--- src/rtl/core_pkg.sv ---
// Shared ISA constants, FSM/ALU enums and instruction field helpers for the
// multi-cycle 16-bit-ISA core.
package core_pkg;

  localparam logic [3:0] OP_R    = 4'b0000;
  localparam logic [3:0] OP_ADDI = 4'b0100;
  localparam logic [3:0] OP_LW   = 4'b1011;
  localparam logic [3:0] OP_SW   = 4'b1111;
  localparam logic [3:0] OP_BEQ  = 4'b1000;
  localparam logic [3:0] OP_J    = 4'b0010;

  localparam logic [2:0] F_ADD = 3'b000;
  localparam logic [2:0] F_EOR = 3'b001;
  localparam logic [2:0] F_SUB = 3'b010;
  localparam logic [2:0] F_BIC = 3'b011;
  localparam logic [2:0] F_AND = 3'b100;
  localparam logic [2:0] F_OR  = 3'b101;
  localparam logic [2:0] F_NOP = 3'b110;
  localparam logic [2:0] F_RSB = 3'b111;

  typedef enum logic [2:0] {
    S_FETCH, S_DECODE, S_EXEC, S_MEM, S_WB, S_HALT
  } state_e;

  typedef enum logic [2:0] {
    ALU_ADD, ALU_SUB, ALU_AND, ALU_OR, ALU_EOR, ALU_BIC, ALU_RSB
  } alu_op_e;

  function automatic logic [3:0] f_opcode(input logic [15:0] ir);
    return ir[15:12];
  endfunction

  function automatic logic [2:0] f_rs(input logic [15:0] ir);
    return ir[11:9];
  endfunction

  function automatic logic [2:0] f_rt(input logic [15:0] ir);
    return ir[8:6];
  endfunction

  function automatic logic [2:0] f_rd(input logic [15:0] ir);
    return ir[5:3];
  endfunction

  function automatic logic [2:0] f_funct(input logic [15:0] ir);
    return ir[2:0];
  endfunction

  // Signed so that a size cast at the use site sign-extends to any width.
  function automatic logic signed [5:0] f_imm(input logic [15:0] ir);
    return $signed(ir[5:0]);
  endfunction

  function automatic logic [11:0] f_target(input logic [15:0] ir);
    return ir[11:0];
  endfunction

  function automatic logic op_legal(input logic [3:0] op);
    return (op == OP_R) || (op == OP_ADDI) || (op == OP_LW) ||
           (op == OP_SW) || (op == OP_BEQ) || (op == OP_J);
  endfunction

  function automatic alu_op_e funct_to_alu(input logic [2:0] funct);
    case (funct)
      F_ADD:   return ALU_ADD;
      F_SUB:   return ALU_SUB;
      F_AND:   return ALU_AND;
      F_OR:    return ALU_OR;
      F_EOR:   return ALU_EOR;
      F_BIC:   return ALU_BIC;
      F_RSB:   return ALU_RSB;
      F_NOP:   return ALU_ADD;
      default: return ALU_ADD;
    endcase
  endfunction

endpackage

--- src/rtl/core_alu.sv ---
// Combinational ALU: all arithmetic wraps modulo 2^DATA_W; eq feeds BEQ.
module core_alu
  import core_pkg::*;
#(
  parameter int DATA_W = 8
) (
  input  logic [DATA_W-1:0] a,
  input  logic [DATA_W-1:0] b,
  input  logic [2:0]        alu_op,
  output logic [DATA_W-1:0] y,
  output logic              eq
);

  always_comb begin
    y = '0;
    case (alu_op_e'(alu_op))
      ALU_ADD: y = a + b;
      ALU_SUB: y = a - b;
      ALU_AND: y = a & b;
      ALU_OR:  y = a | b;
      ALU_EOR: y = a ^ b;
      ALU_BIC: y = a & ~b;
      ALU_RSB: y = b - a;
      default: y = a + b;
    endcase
  end

  assign eq = (a == b);

endmodule

--- src/rtl/multicycle_core.sv ---
// Multi-cycle core for the 16-bit ISA: FETCH/DECODE/EXEC/MEM/WB/HALT FSM,
// parametrised datapath, stallable memory ports and a retire counter.
module multicycle_core
  import core_pkg::*;
#(
  parameter int DATA_W = 8,
  parameter int ADDR_W = 8,
  parameter int NREGS  = 8,
  parameter int CNT_W  = 16
) (
  input  logic              clk,
  input  logic              rst_n,
  output logic              imem_req,
  output logic [ADDR_W-1:0] imem_addr,
  input  logic [15:0]       imem_rdata,
  input  logic              imem_ack,
  output logic              dmem_req,
  output logic              dmem_we,
  output logic [ADDR_W-1:0] dmem_addr,
  output logic [DATA_W-1:0] dmem_wdata,
  input  logic [DATA_W-1:0] dmem_rdata,
  input  logic              dmem_ack,
  output logic              halted,
  output logic [CNT_W-1:0]  retired,
  output logic [15:0]       out
);

  localparam int RIDX_W = (NREGS > 1) ? $clog2(NREGS) : 1;

  // Memory handshake: req rises when the FSM enters FETCH/MEM and stays high
  // with address/we/wdata frozen until the cycle ack is seen (ack may come in
  // the same cycle as req); ack while req=0 is ignored; one transaction max.

  state_e              state, state_nxt;
  logic [15:0]         ir;
  logic [ADDR_W-1:0]   pc, addr_q;
  logic [DATA_W-1:0]   regs [NREGS];
  logic [DATA_W-1:0]   a_q, b_q, imm_q, res_q;
  logic [DATA_W-1:0]   a_rd, b_rd, alu_b, alu_y;
  logic                alu_eq;
  logic [2:0]          alu_op;
  logic [3:0]          opc;
  logic [RIDX_W-1:0]   rs_i, rt_i, wb_idx;
  logic                wb_en, retire;
  logic [15:0]         res16;

  assign opc    = f_opcode(ir);
  assign rs_i   = RIDX_W'(f_rs(ir));
  assign rt_i   = RIDX_W'(f_rt(ir));
  assign wb_idx = (opc == OP_R) ? RIDX_W'(f_rd(ir)) : rt_i;
  assign wb_en  = !((opc == OP_R) && (f_funct(ir) == F_NOP));

  assign a_rd   = (rs_i == '0) ? '0 : regs[rs_i];
  assign b_rd   = (rt_i == '0) ? '0 : regs[rt_i];

  // BEQ compares A with B through the ALU's eq, so only ADDI takes imm.
  assign alu_b  = (opc == OP_ADDI) ? imm_q : b_q;
  assign alu_op = (opc == OP_R) ? 3'(funct_to_alu(f_funct(ir))) : 3'(ALU_ADD);

  core_alu #(.DATA_W(DATA_W)) u_alu (
    .a      (a_q),
    .b      (alu_b),
    .alu_op (alu_op),
    .y      (alu_y),
    .eq     (alu_eq)
  );

  generate
    if (DATA_W >= 16) begin : g_out_trunc
      assign res16 = res_q[15:0];
    end else begin : g_out_zext
      assign res16 = {{(16 - DATA_W){1'b0}}, res_q};
    end
  endgenerate

  assign imem_addr  = pc;
  assign dmem_addr  = addr_q;
  assign dmem_wdata = b_q;

  always_ff @(posedge clk) begin
    if (!rst_n) state <= S_FETCH;
    else        state <= state_nxt;
  end

  always_comb begin
    state_nxt = state;
    imem_req  = 1'b0;
    dmem_req  = 1'b0;
    dmem_we   = 1'b0;
    halted    = 1'b0;
    retire    = 1'b0;
    case (state)
      S_FETCH: begin
        imem_req = 1'b1;
        if (imem_ack) state_nxt = S_DECODE;
      end
      S_DECODE: state_nxt = op_legal(opc) ? S_EXEC : S_HALT;
      S_EXEC: begin
        if ((opc == OP_LW) || (opc == OP_SW)) begin
          state_nxt = S_MEM;
        end else if ((opc == OP_BEQ) || (opc == OP_J)) begin
          state_nxt = S_FETCH;
          retire    = 1'b1;
        end else begin
          state_nxt = S_WB;
        end
      end
      S_MEM: begin
        dmem_req = 1'b1;
        dmem_we  = (opc == OP_SW);
        if (dmem_ack) begin
          state_nxt = (opc == OP_LW) ? S_WB : S_FETCH;
          retire    = (opc == OP_SW);
        end
      end
      S_WB: begin
        state_nxt = S_FETCH;
        retire    = 1'b1;
      end
      S_HALT: halted = 1'b1;
      default: state_nxt = S_HALT;
    endcase
  end

  always_ff @(posedge clk) begin
    if (!rst_n) begin
      pc      <= '0;
      ir      <= '0;
      addr_q  <= '0;
      a_q     <= '0;
      b_q     <= '0;
      imm_q   <= '0;
      res_q   <= '0;
      retired <= '0;
      out     <= '0;
      for (int i = 0; i < NREGS; i++) regs[i] <= '0;
    end else begin
      if (retire) retired <= retired + CNT_W'(1);
      case (state)
        S_FETCH: begin
          if (imem_ack) begin
            ir <= imem_rdata;
            pc <= pc + ADDR_W'(1);
          end
        end
        S_DECODE: begin
          a_q   <= a_rd;
          b_q   <= b_rd;
          imm_q <= DATA_W'(f_imm(ir));
        end
        S_EXEC: begin
          res_q  <= alu_y;
          addr_q <= ADDR_W'(a_q) + ADDR_W'(f_imm(ir));
          // pc already points past the branch, so the offset is from PC+1.
          if ((opc == OP_BEQ) && alu_eq) pc <= pc + ADDR_W'(f_imm(ir));
          if (opc == OP_J) pc <= ADDR_W'(f_target(ir));
        end
        S_MEM: begin
          if (dmem_ack && (opc == OP_LW)) res_q <= dmem_rdata;
        end
        S_WB: begin
          if (wb_en) begin
            if (wb_idx != '0) regs[wb_idx] <= res_q;
            out <= res16;
          end
        end
        default: ;
      endcase
    end
  end

endmodule

--- config.mk ---
export PLATFORM = sky130hd
export DESIGN_NAME = multicycle_core
export DESIGN_NICKNAME = d
export VERILOG_FILES = /design/src/rtl/core_pkg.sv /design/src/rtl/core_alu.sv /design/src/rtl/multicycle_core.sv
export SDC_FILE = /design/constraint.sdc
export NUM_CORES = 1
export LEC_CHECK = 0
export CAP_MARGIN = 20
export CORE_MARGIN = 10
export CORE_UTILIZATION = 59
export DETAILED_ROUTE_END_ITERATION = 10
export GPL_ROUTABILITY_DRIVEN = 0
export PLACE_DENSITY = 0.82
export SYNTH_ARGS = -nofsm -noshare
export SYNTH_HDL_FRONTEND = slang
export SYNTH_HIERARCHICAL = 1
export SYNTH_SLANG_ARGS = --single-unit
--- constraint.sdc ---
create_clock -name clk -period 4 [get_ports clk]
set_clock_uncertainty 0.15 [all_clocks]
set_input_delay 0.6 -clock clk [delete_from_list [all_inputs] [get_ports clk]]
set_output_delay 0.6 -clock clk [all_outputs]
set_load 0.01 [all_outputs]
==> reports/results.ini <==
[synthesis]
ys_types=77
synth_edf_count=64
synth_ff_type=dfxtp_1
yosys.area.top_type_share_pct=20.30
ys_ff_latch=162
synth_cells=997
yosys_warnings=6
synth_area_leaders=dfxtp_1, edfxtp_1, mux4_2, ha_1, nand2_1
async_flop_share_pct=0
netlist_area_um2=9664
syn_area_per_cell_um2=9.693
seq_area_frac_synth_pct=40.19
synth.largest_area_cell=dfxtp_1

[min_path]
worstHoldStart=dmem_addr[2]
min_to=dmem_addr[2]
hold_path_class=reg2reg
hold_depth=2

[setup_path]
crit_type=reg2reg
r2r-start=ir[15]
worst_r2r_path_depth=12
cp.arrival_ps=3660
endpoint_kind=flip-flop
startpoint_type=flip-flop
r2r_slack_ps=530
r2r-end=res_q[5]
crit_path_max_fanout=9
worstPathRequired_ps=4190

[sta]
final-hold-violation-count=0
rsz0062_at_grt=false
timing.fmax_mhz=288.0
hold-worst-slack_ps=305.5
tns_ps=0
slew_headroom_pct=38.48
setup_slack_ps=528.1
fin_crit_sh_pct=86.80
post-route-min-period_ps=3472
tightest_slew_ps=920.4
finalSetupViolCount=0
final-max-slew-violation-count=0

[power]
pwr_density_cell_nw_per_um2=457.7
clkPwrFrac_pct=33.9
power_frac_seq_pct=38.8
internal-power_mw=3.457
combinationalPowerShare_pct=27.3
power.leakage_nw=4.169
swShare_pct=32.98
p_sw_mw=1.702
ir_worst_vdd_mv=0.3683

[floorplanning]
die_h_um=148.0
core_area_um2=15940
initial_core_util_pct=60.62
die_area_um2=21900
die_w_um=148.0
num_rows=46
ios=88

[global_routing]
grt_start_max_net_pins=36
use_met2_pct=37.75
grt_usage_pct=24.57
met3_usage_pct=7.357
grt_antenna_before_repair=0
grtUsageMet1_pct=31.87
grt_pass1_wl_um=42960
gr-total-overflow=0
grt_pass1_vias=7795
busiest_layer=met2

[place]
dp_cells=1263
hpwl_um=19170
postPlaceCellArea_um2=10630
place.port_buffers=79
place_ws_ps=573.6

[cts]
cts.repair.resized=0
cts_tree=built
clock-root-buffer=clkbuf_16
numCtsBuffers=17
cts_setup_buffers=0
clk_path_buf_depth=2
hold_buffers=0
htree_levels=4
clk_transition_reported_paths_ps=70
cts_sinks=162
clk_latency_ps=430

[route]
drc=0
finalWirelength_um=26880
drtIter0Drc=977
drt-pass1-iter-count=5
vias_per_cell=6.291
ant_nets=0
num_vias=8153
wl_per_cell_um=20.74

[final_layout]
mostFrequentLayoutCells=nand2_1, dfxtp_1, clkdlybuf4s50_1
final_common_cell=nand2_1
antennaDiodeCount=0
area_growth_pct=16.64
stdcell_count=1296
drive_gt1_share_pct=10.09
fin_nets=1138
stdcell_area_um2=11270

[run_status]
status=complete, no violations

[flow_run]
drv_cap=0

## power by group through the flow
stage / clock network [mW] / logic [mW] / registers (mW)
after global routing: 1.83 / 1.54 / 2.02
final: 1.75 / 1.41 / 2.00
after floorplan: 0 / 1.07 / 1.93
after global placement: 0 / 1.34 / 2.03
after CTS: 1.76 / 1.38 / 2.00
after detailed placement: 0 / 1.37 / 2.03
## sequential cells by signal, summed over array words and instances, names as in the netlist, named ones only
register    flops
dmem_wdata      8
out             8
retired        16
imem_addr       8
imm_q           6
dmem_addr       8
regs           64
state           3
res_q           8
ir             16
a_q             8
## synthesized netlist by cell type, types with 5 or more instances
cell type	number
o211ai_1	11
edfxtp_1	64
dfxtp_1	98
nand2_1	107
clkbuf_1	35
and3_1	19
nor2b_1	12
a221oi_1	5
mux4_2	32
o31ai_1	10
buf_1	5
nand3_1	24
xnor2_1	18
and2_1	57
a311oi_1	12
mux2i_1	30
nor3b_1	7
a21oi_1	55
nand3b_1	5
or3_1	7
xor2_1	11
ha_1	39
a21o_1	8
buf_2	12
nor2_1	78
o21ai_0	36
o21a_1	7
o41ai_1	5
mux2_2	8
a211oi_1	10
inv_1	45
nor3_1	18
nand2b_1	13
a2bb2oi_1	17
buf_4	8
## final cells by class
| cell class | count | area, µm² |
|---|---|---|
| Multi-Input combinational cell | 742 | 5379 |
| Fill cell | 1194 | 4671 |
| Sequential cell | 162 | 3884 |
| Timing Repair Buffer | 97 | 923.4 |
| Clock buffer | 21 | 514.2 |
| Tap cell | 216 | 270.3 |
| Inverter | 47 | 176.4 |
| Clock inverter | 11 | 125.1 |
## per-stage QoR
| stage | utilization [%] | power, mW |
|---|---|---|
| 2_1_floorplan | - | 3.002 |
| 4_1_cts | 70.67 | 5.140 |
| 3_3_place_gp | 66.66 | 3.368 |
| 5_1_grt | 70.70 | 5.386 |
| 6_report | 70.70 | 5.159 |
| 3_5_place_dp | 66.66 | 3.398 |
## layer usage
layer | share of wire [%] | routed length [µm]
met1 | 42 | 11220
met2 | 45 | 12170
met3 | 10 | 2723
met4 | 2.8 | 758
met5 | 0 | 0
## critical path, stage by stage (launching register included)
cell and delay (ps):
dfxtp_1 380, nor3_1 300, nand2_1 280, mux2_2 410, inv_1 180, ha_1 300
nor3_1 280, nor3_1 130, o31ai_1 250, xor2_1 110, o221ai_1 230, nand2_1 100
a311oi_1 260
## how the worst max path moves through the flow
stage / startpoint / end / slack (ps) / cells after the start
6_report: ir[15] / res_q[5] / 530 / 12
5_1_grt: ir[15] / res_q[5] / 180 / 12
4_1_cts: ir[15] / res_q[7] / 570 / 14
3_5_place_dp: ir[15] / res_q[7] / 570 / 14
3_3_place_gp: ir[15] / res_q[7] / 740 / 14
2_1_floorplan: ir[15] / res_q[7] / 420 / 16
## cell families after synthesis
kind of cell | after synthesis | share of synthesized area, %
compound gates | 211 | 15.15
xor+xnor | 29 | 2.628
fa+ha+maj | 44 | 5.981
buf+inv | 108 | 4.739
flops | 162 | 40.19
mux | 70 | 11.50
other cells | 1 | 0.03880
simple gates | 372 | 19.78
(Power assumes the default switching activity.)
